## src/rtl/wb_reg_file_pkg.sv

```systemverilog
// wb_reg_file_pkg: shared CPU constants for the write-back stage.
//   CPU_DATA_W : register/data width
//   CPU_ADDR_W : register address width
//   NUM_REGS   : number of general-purpose registers
//   REG_ZERO   : index of the hardwired-zero register
package wb_reg_file_pkg;
   localparam int CPU_DATA_W = 32;
   localparam int CPU_ADDR_W = 5;
   localparam int NUM_REGS   = 2 ** CPU_ADDR_W;
   localparam int REG_ZERO   = 0;
endpackage

```

## src/rtl/wb_read_port.sv

```systemverilog
// wb_read_port: one ID-stage register read port with write-through bypass.
//   i_rst_n : active-low reset, forces the port to 0 while held
//   i_addr  : register being read
//   i_we    : effective write enable from write-back
//   i_waddr : register being written this cycle
//   i_wdata : value being written this cycle
//   i_rdata : current stored value of register i_addr
//   o_data  : value seen by ID
module wb_read_port
   import wb_reg_file_pkg::*;
#(
   parameter int DATA_W = CPU_DATA_W,
   parameter int ADDR_W = CPU_ADDR_W
) (
   input  logic              i_rst_n,
   input  logic [ADDR_W-1:0] i_addr,
   input  logic              i_we,
   input  logic [ADDR_W-1:0] i_waddr,
   input  logic [DATA_W-1:0] i_wdata,
   input  logic [DATA_W-1:0] i_rdata,
   output logic [DATA_W-1:0] o_data
);
   always_comb
      o_data = (!i_rst_n || i_addr == ADDR_W'(REG_ZERO)) ? '0 :
               (i_we && i_addr == i_waddr)                ? i_wdata : i_rdata;
endmodule

```

## src/rtl/wb_reg_file.sv

```systemverilog
// wb_reg_file: write-back stage committing MEM/WB results into the 32-entry GPR file.
//   clk_i, rst_i          : clock, asynchronous active-low reset
//   MemtoReg_i            : select Mem_data_i (1) or ALU_result_i (0)
//   Regwrite_i            : write enable
//   ALU_result_i          : ALU result
//   Mem_data_i            : load data
//   Reg_addr_i            : destination register
//   RSaddr_i / RTaddr_i   : ID read addresses
//   RSdata_o / RTdata_o   : ID read data (combinational, bypassed)
//   wb_data_o             : selected write-back data for EX forwarding
//   wb_count_o            : count of committed register writes
module wb_reg_file
   import wb_reg_file_pkg::*;
#(
   parameter int DATA_W = CPU_DATA_W,
   parameter int ADDR_W = CPU_ADDR_W,
   parameter int CNT_W  = 32
) (
   input  logic              clk_i,
   input  logic              rst_i,
   input  logic              MemtoReg_i,
   input  logic              Regwrite_i,
   input  logic [DATA_W-1:0] ALU_result_i,
   input  logic [DATA_W-1:0] Mem_data_i,
   input  logic [ADDR_W-1:0] Reg_addr_i,
   input  logic [ADDR_W-1:0] RSaddr_i,
   input  logic [ADDR_W-1:0] RTaddr_i,
   output logic [DATA_W-1:0] RSdata_o,
   output logic [DATA_W-1:0] RTdata_o,
   output logic [DATA_W-1:0] wb_data_o,
   output logic [CNT_W-1:0]  wb_count_o
);
   localparam int N_REGS = 2 ** ADDR_W;
   logic [DATA_W-1:0] r_regs [N_REGS];
   logic [CNT_W-1:0]  r_count;
   logic [DATA_W-1:0] w_wdata;
   logic              w_we;
   always_comb begin
      w_wdata = MemtoReg_i ? Mem_data_i : ALU_result_i;
      w_we    = Regwrite_i && (Reg_addr_i != ADDR_W'(REG_ZERO));
   end
   assign wb_data_o  = w_wdata;
   assign wb_count_o = r_count;
   // Entry 0 is cleared by reset and never written, so it stays 0.
   always_ff @(posedge clk_i or negedge rst_i)
      if (!rst_i) begin
         for (int i = 0; i < N_REGS; i++) r_regs[i] <= '0;
         r_count <= '0;
      end else if (w_we) begin
         r_regs[Reg_addr_i] <= w_wdata;
         r_count <= r_count + CNT_W'(1);
      end
   wb_read_port #(.DATA_W(DATA_W), .ADDR_W(ADDR_W)) u_port_a (
      .i_rst_n (rst_i),
      .i_addr  (RSaddr_i),
      .i_we    (w_we),
      .i_waddr (Reg_addr_i),
      .i_wdata (w_wdata),
      .i_rdata (r_regs[RSaddr_i]),
      .o_data  (RSdata_o)
   );
   wb_read_port #(.DATA_W(DATA_W), .ADDR_W(ADDR_W)) u_port_b (
      .i_rst_n (rst_i),
      .i_addr  (RTaddr_i),
      .i_we    (w_we),
      .i_waddr (Reg_addr_i),
      .i_wdata (w_wdata),
      .i_rdata (r_regs[RTaddr_i]),
      .o_data  (RTdata_o)
   );
endmodule

```

## config.mk

```make
export PLATFORM = sky130hd
export DESIGN_NAME = wb_reg_file
export DESIGN_NICKNAME = d
export VERILOG_FILES = /design/src/rtl/wb_reg_file_pkg.sv /design/src/rtl/wb_read_port.sv /design/src/rtl/wb_reg_file.sv
export SDC_FILE = /design/constraint.sdc
export NUM_CORES = 2
export LEC_CHECK = 0
export BUFFER_PORTS_ARGS = -buffer_cell sky130_fd_sc_hd__buf_4
export CORE_UTILIZATION = 33
export CTS_BUF_LIST = sky130_fd_sc_hd__clkbuf_8
export CTS_CLUSTER_SIZE = 20
export DETAILED_ROUTE_END_ITERATION = 8
export GPL_TIMING_DRIVEN = 0
export PLACE_DENSITY = 0.58
export REMOVE_ABC_BUFFERS = 1
export SLEW_MARGIN = 20
export SYNTH_ARGS = -nofsm -noshare
export SYNTH_HDL_FRONTEND = slang
export SYNTH_SLANG_ARGS = --single-unit
```

## constraint.sdc

```tcl
create_clock -name clk_i -period 2.15 [get_ports clk_i]
set_clock_uncertainty 0.15 [all_clocks]
set_input_delay 0.215 -clock clk_i [delete_from_list [all_inputs] [get_ports clk_i]]
set_output_delay 0.215 -clock clk_i [all_outputs]
set_load 0.1 [all_outputs]
```

Yosys cells after proc, flatten, opt, wreduce, memory -nomap -nowiden
Cells that the tools add are included.

Flip-flop bits (word level): 1056. Input port bits: 83. Logic and storage cells: 67.

Add/subtract/negate cells: 1. $lt $le $gt $ge: 4. Equality and inequality tests: 2. Muxes and demuxes: 14. Bitwise gates (word level): 3. Reduce and logical (&&, ||, !) cells: 10.

Operator list (number): bitwise mux 1024 bit (1); binary-select mux 32 bit (select 5 bit) (2); 2-to-1 mux 32 bit (10); demux 32 bit (select 5 bit) (1); adder 32 x 1 -> 32 bit, second input constant (1); greater-or-equal comparator 6 bit, second input constant (3); NOT 5 -> 6 bit (3); == test 5 bit (2); logical NOT 5 bit (2); < comparator 6 x 1 -> 1 bit, second input constant (1); nonzero test 5 bit (1); logical AND 1 bit (4); logical OR 1 bit (2); logical NOT 1 bit (1).

Longest topological paths before layout
Depth after elaboration: 6. Gate-level depth with buffers: 9. Gate-level depth less buffers: 5.

By module
A second synthesis with hierarchy kept.

Cell total of the unflattened synthesis: 6143. Area total of the unflattened synthesis: 56834.5 sq um.

By module, submodules not included: wb_reg_file (times used 1, cells an instance 5897, area an instance 55393.1 sq um, seq. area each 26425.3 sq um); wb_read_port (times used 2, cells an instance 123, area an instance 720.7 sq um, seq. area each 0.0 sq um).

Worst setup path after synthesis
OpenSTA, ideal clock, no wires.

Path kind: input to output. Start: input RTaddr_i[0]. End: output RTdata_o[30]. Data arrival time: 2.995 ns. Slack: -1.210 ns. Cell stages on the path: 8. Path buffers: 3. Path through: buf_2 -> buf_4 -> xor2_1 -> nor2_1 -> nand3_1 -> a211o_1 -> buf_2 -> o221ai_1.

Longest elaborated chain between the ends: 6.

Ends and longest elaborated chain: from (decl) (line wb_reg_file.sv:27) `input logic [ADDR_W-1:0] RTaddr_i,`; NOT 5 -> 6 bit (implied by the code) (line wb_reg_file.sv:68) `.i_rdata (r_regs[RTaddr_i]),`; binary-select mux 32 bit (select 5 bit) (line wb_reg_file.sv:68); 2-to-1 mux 32 bit (implied by the code) (2 in series) (line wb_reg_file.sv:68); 2-to-1 mux 32 bit (line wb_read_port.sv:25) `(i_we && i_addr == i_waddr) ? i_wdata : i_rdata;`; 2-to-1 mux 32 bit * (line wb_read_port.sv:24) `o_data = (!i_rst_n || i_addr == ADDR_W'(REG_ZERO)) ? '0 :`; to (decl) (line wb_reg_file.sv:29) `output logic [DATA_W-1:0] RTdata_o,`.

Every way passes the cells marked *; elsewhere a longest branch is shown, timed or not. The select of a mux whose other input is x is not followed.

Final worst setup path
Start: register r_regs[719] (netlist bit). End: output RTdata_o[15].

Longest elaborated chain between the ends: 5.

Ends and longest elaborated chain: from (decl) (line wb_reg_file.sv:34) `logic [DATA_W-1:0] r_regs [N_REGS];`; from (signal, indexed assignment) (line wb_reg_file.sv:50) `r_regs[Reg_addr_i] <= w_wdata;`; binary-select mux 32 bit (select 5 bit) (line wb_reg_file.sv:68); 2-to-1 mux 32 bit (implied by the code) (2 in series) (line wb_reg_file.sv:68); 2-to-1 mux 32 bit (line wb_read_port.sv:25); 2-to-1 mux 32 bit (line wb_read_port.sv:24).

No other way between the ends. The select of a mux whose other input is x is not followed.

==> reports/metrics.csv <==
stage;metric;value;unit
outcome;status;complete, but fails checks;
outcome;failing checks;negative setup slack;
finish;Syn-to-layout area delta;27.83;%
sta;unrepaired setup endpoints after global routing;true;
route;count of antenna-violating nets left after detailed routing;0;
setup_path;reg-to-reg endpoint;wb_count_o[28];
floorplan;width of the die;407.7;microns
setup_path;number of cells on the worst reg-to-reg path;6;
clock_tree;TritonCTS buffer count;180;
placed_design;Cells after DPL;6770;
logic_synthesis;number of cells produced by synthesis;4756;
setup_path;Register-to-Register Setup Slack;220;ps
power_and_ir_drop;power density over the cells;918.7;nW/um^2
floorplan;Boundary Pins;211;
route;Routed wire per std cell;26.24;microns
clock_tree;deepest level of the CTS H-tree;4;
clock_tree;clock-pin slew on the worst setup and hold paths;70;ps
setup_path;Critical path origin;r_regs[719];
global_routing;aggregate global-route resource usage;22.65;%
finish;layout cell share with drive strength beyond 1;30.41;%
clock_tree;CTS root buffer;clkbuf_8;
logic_synthesis;dominant register cell in the synthesized netlist;dfrtp_1;
min_path;hold endpoint;r_regs[976];
floorplan;number of standard-cell rows in the floorplan;148;
route;Initial DRT Pass Iterations;6;
min_path;min-delay worst type;in -> reg;
power_and_ir_drop;Pleak;29.08;nW
sta;slew at the pin with the worst max-slew slack;1181;ps
logic_synthesis;cell area after synthesis;54330;sq um
sta;minimum clock period;3176;ps
logic_synthesis;average instance area after synthesis;11.42;sq um
power_and_ir_drop;share of total power in sequential cells;42.6;%
setup_path;critical path class;reg -> out;
setup_path;Data arrival, critical path;2810;ps
sta;Max Freq;0.3148;GHz
sta;post-layout worst setup margin;-1026;ps
floorplan;die height;407.7;microns
power_and_ir_drop;IR Drop Worst-Case VDD;1052;uV
setup_path;maximum fanout encountered on the critical timing path;2;
placed_design;port buffer count;210;
setup_path;CP max-delay cell;mux4_2;
floorplan;initial core utilization;33.30;%
global_routing;antenna violations before repair;5;
placed_design;HPWL after detailed placement;112600;microns
logic_synthesis;Yosys cell types;49;
sta;final-report max-slew violation count;0;
logic_synthesis;fraction of the yosys area taken by sequential cells;48.64;%
placed_design;area post-placement;60510;sq um
clock_tree;later-pin clock latency in the skew report;920;ps
floorplan;placeable core area;163100;sq um
setup_path;Crit path buffers/inverters;2;
logic_synthesis;FF+latch count, synth;1056;
logic_synthesis;warnings from Yosys;0;
job;number of maximum-capacitance violations;0;
logic_synthesis;fraction of registers with async set/reset;100.0;%
global_routing;global-route wire length before repair;279500;microns
route;vias per cell;5.653;
power_and_ir_drop;part of the total power dissipated in combinational logic;27.9;%
finish;non-filler instance count after layout;7331;
power_and_ir_drop;switch share;32.76;%
sta;final number of setup-violating endpoints;73;
min_path;beginning of the worst hold path;Reg_addr_i[1];
route;sum of routed wire length over all layers;192400;microns
setup_path;Crit path max-delay family;compound AO/OA/AOI/OAI gates;
clock_tree;sinks on the clock net;1056;
route;DRC Markers;0;
global_routing;maximum number of pins on one net before global-route repair;147;
power_and_ir_drop;power spent charging and discharging nets;0.02090;W
setup_path;cells along the critical path;buf_4 -> mux4_2 -> o21a_1 -> o21ai_2 -> o221ai_4 -> buf_8;
min_path;worst hold stages;4;
setup_path;CP required;1780;ps
power_and_ir_drop;Internal;0.04289;W
route;number of vias in the routed layout;41442;
clock_tree;maximum buffer depth of the clock tree;3;
global_routing;Overflow after GRT;0;
setup_path;type of element capturing the critical path;output pin;
placed_design;gp weighted congestion;0.7555;
global_routing;vias in the first global route;41626;
sta;worst slew slack as a fraction of its limit;21.03;%
power_and_ir_drop;power share of the clock group;29.5;%
finish;Final Cell Area;69450;sq um
finish;fin nets;5093;
sta;ratio of final minimum period to clock period;147.7;%
logic_synthesis;number of enable flip-flop cells after synthesis;0;
clock_tree;TritonCTS clock tree;done;
setup_path;largest stage delay on the critical path;450;ps
route;number of DRC markers after the initial detailed-route iteration;4452;
sta;Final Hold Violating Endpoints;0;
floorplan;Die ar.;166300;sq um
setup_path;worst reg2reg path startpoint;wb_count_o[10];
setup_path;nature of the critical path startpoint;register;
## registers in the layout, indices dropped and copies added (netlist names)
signal and cells:
r_regs 1024, wb_count_o 32
## synth_stat cells, drive strengths merged (20+ instances only)
library cell,number,area [sq um]
inv,43,161.4
a22oi,78,585.6
a21oi,522,2613
mux4,549,12360
xnor2,21,183.9
nand2,556,2087
buf,164,948.4
a22o,50,437.9
o221ai,64,685.7
clkinv,20,75.07
mux2i,64,640.6
clkbuf,350,1314
o21ai,487,2437
a21o,32,240.2
nor2,575,2178
dfrtp,1056,26430
## cell families (layout without fill, tap and decap cells)
logic type               count (synthesis)  after routing  synth area share [%]
AO/OA/AOI/OAI                         1258           1258                 13.30
XOR/XNOR                                40             40                0.6449
adder cells (fa/ha/maj)                  1              1               0.02303
buffers and inverters                  577            972                 4.599
flip-flops                            1056           1056                 48.64
multiplexers                           622            622                 24.12
other                                    0              3                     0
AND/OR/NAND/NOR                       1202           1204                 8.664
## per-layer routing
| metal | part of all wire [%] | GRT usage, % |
|---|---|---|
| met5 | 0.0073 | 0 |
| met3 | 8.4 | 4.663 |
| met4 | 3.7 | 9.152 |
| met2 | 48 | 36.72 |
| met1 | 40 | 29.61 |
## worst max-delay path by stage
stage | slack [ps] | to | depth (start not counted)
final | -1030 | RTdata_o[15] | 6
after global placement | -34260 | RSdata_o[30] | 4
after global routing | -1120 | RTdata_o[8] | 5
after detailed placement | -2730 | RSdata_o[29] | 10
after floorplan | -3450 | RSdata_o[0] | 4
after CTS | -1090 | RSdata_o[30] | 5
## what timing repair did
action	in CTS	in global routing
hold buffers	95	18
pin swaps	73	38
endpoints found under the setup margin	98	554
buffers inserted	49	46
resized for setup	358	88
gates cloned	27	8
hold endpoints to repair	1535	387
## power by group through the flow
stage,clock (W),combinational [W],sequential (W)
global route,0.0200,0.0192,0.0277
floorplan,0,0.0106,0.0269
CTS,0.0191,0.0173,0.0270
detailed placement,0,0.0155,0.0274
global placement,0,0.0147,0.0271
finish,0.0188,0.0178,0.0272
## through the flow
step                setup TNS (ps)  hold WS (ps)  worst slack [ps]  total power [W]  util [%]
floorplan                  -429700        -230.6             -3450          0.03750         -
global placement                 -         226.5            -34260          0.04181     34.55
detailed placement         -696290         232.0             -2733          0.04286     37.09
CTS                        -138280        -68.16             -1087          0.06347     41.94
global route                -69210         12.91             -1124          0.06685     42.57
finish                      -63840         46.31             -1026          0.06380     42.57
## layout make-up
class                   count  area, sq um
clock inverters            97        543.0
clock buffers             229         3152
fillers                 14854        93690
repair buffers            583         8980
diodes                      3        7.507
flip-flops and latches   1056        26430
multi-input cells        3125        27350
inverters                  63        269.0
well taps                2175         2721
## worst min-delay path, stage by stage
cell and delay, ps:
buf_4 180, nor2_2 130, nand2_4 400, o21ai_0 130
## cell usage in the layout, fill, tap and decap left out, types with 18 or more instances in the layout
cell type | synthesis | layout
a21o_1 | 32 | 32
a21oi_1 | 522 | 512
a22o_1 | 50 | 50
a22oi_1 | 78 | 64
buf_12 | 0 | 120
buf_16 | 0 | 101
buf_4 | 24 | 208
buf_6 | 14 | 25
bufbuf_16 | 0 | 23
clkbuf_8 | 0 | 229
clkinv_2 | 0 | 24
dfrtp_1 | 1056 | 1056
dlygate4sd3_1 | 0 | 85
inv_1 | 43 | 103
mux2i_1 | 64 | 30
mux2i_4 | 0 | 32
mux4_2 | 549 | 549
nand2_1 | 556 | 509
nand2_2 | 0 | 29
nand2_4 | 0 | 18
nor2_1 | 567 | 546
nor2_4 | 0 | 18
o21ai_0 | 486 | 483
o221ai_4 | 0 | 51
xnor2_1 | 21 | 21
xor2_1 | 19 | 19
(Power assumes the default switching activity.)
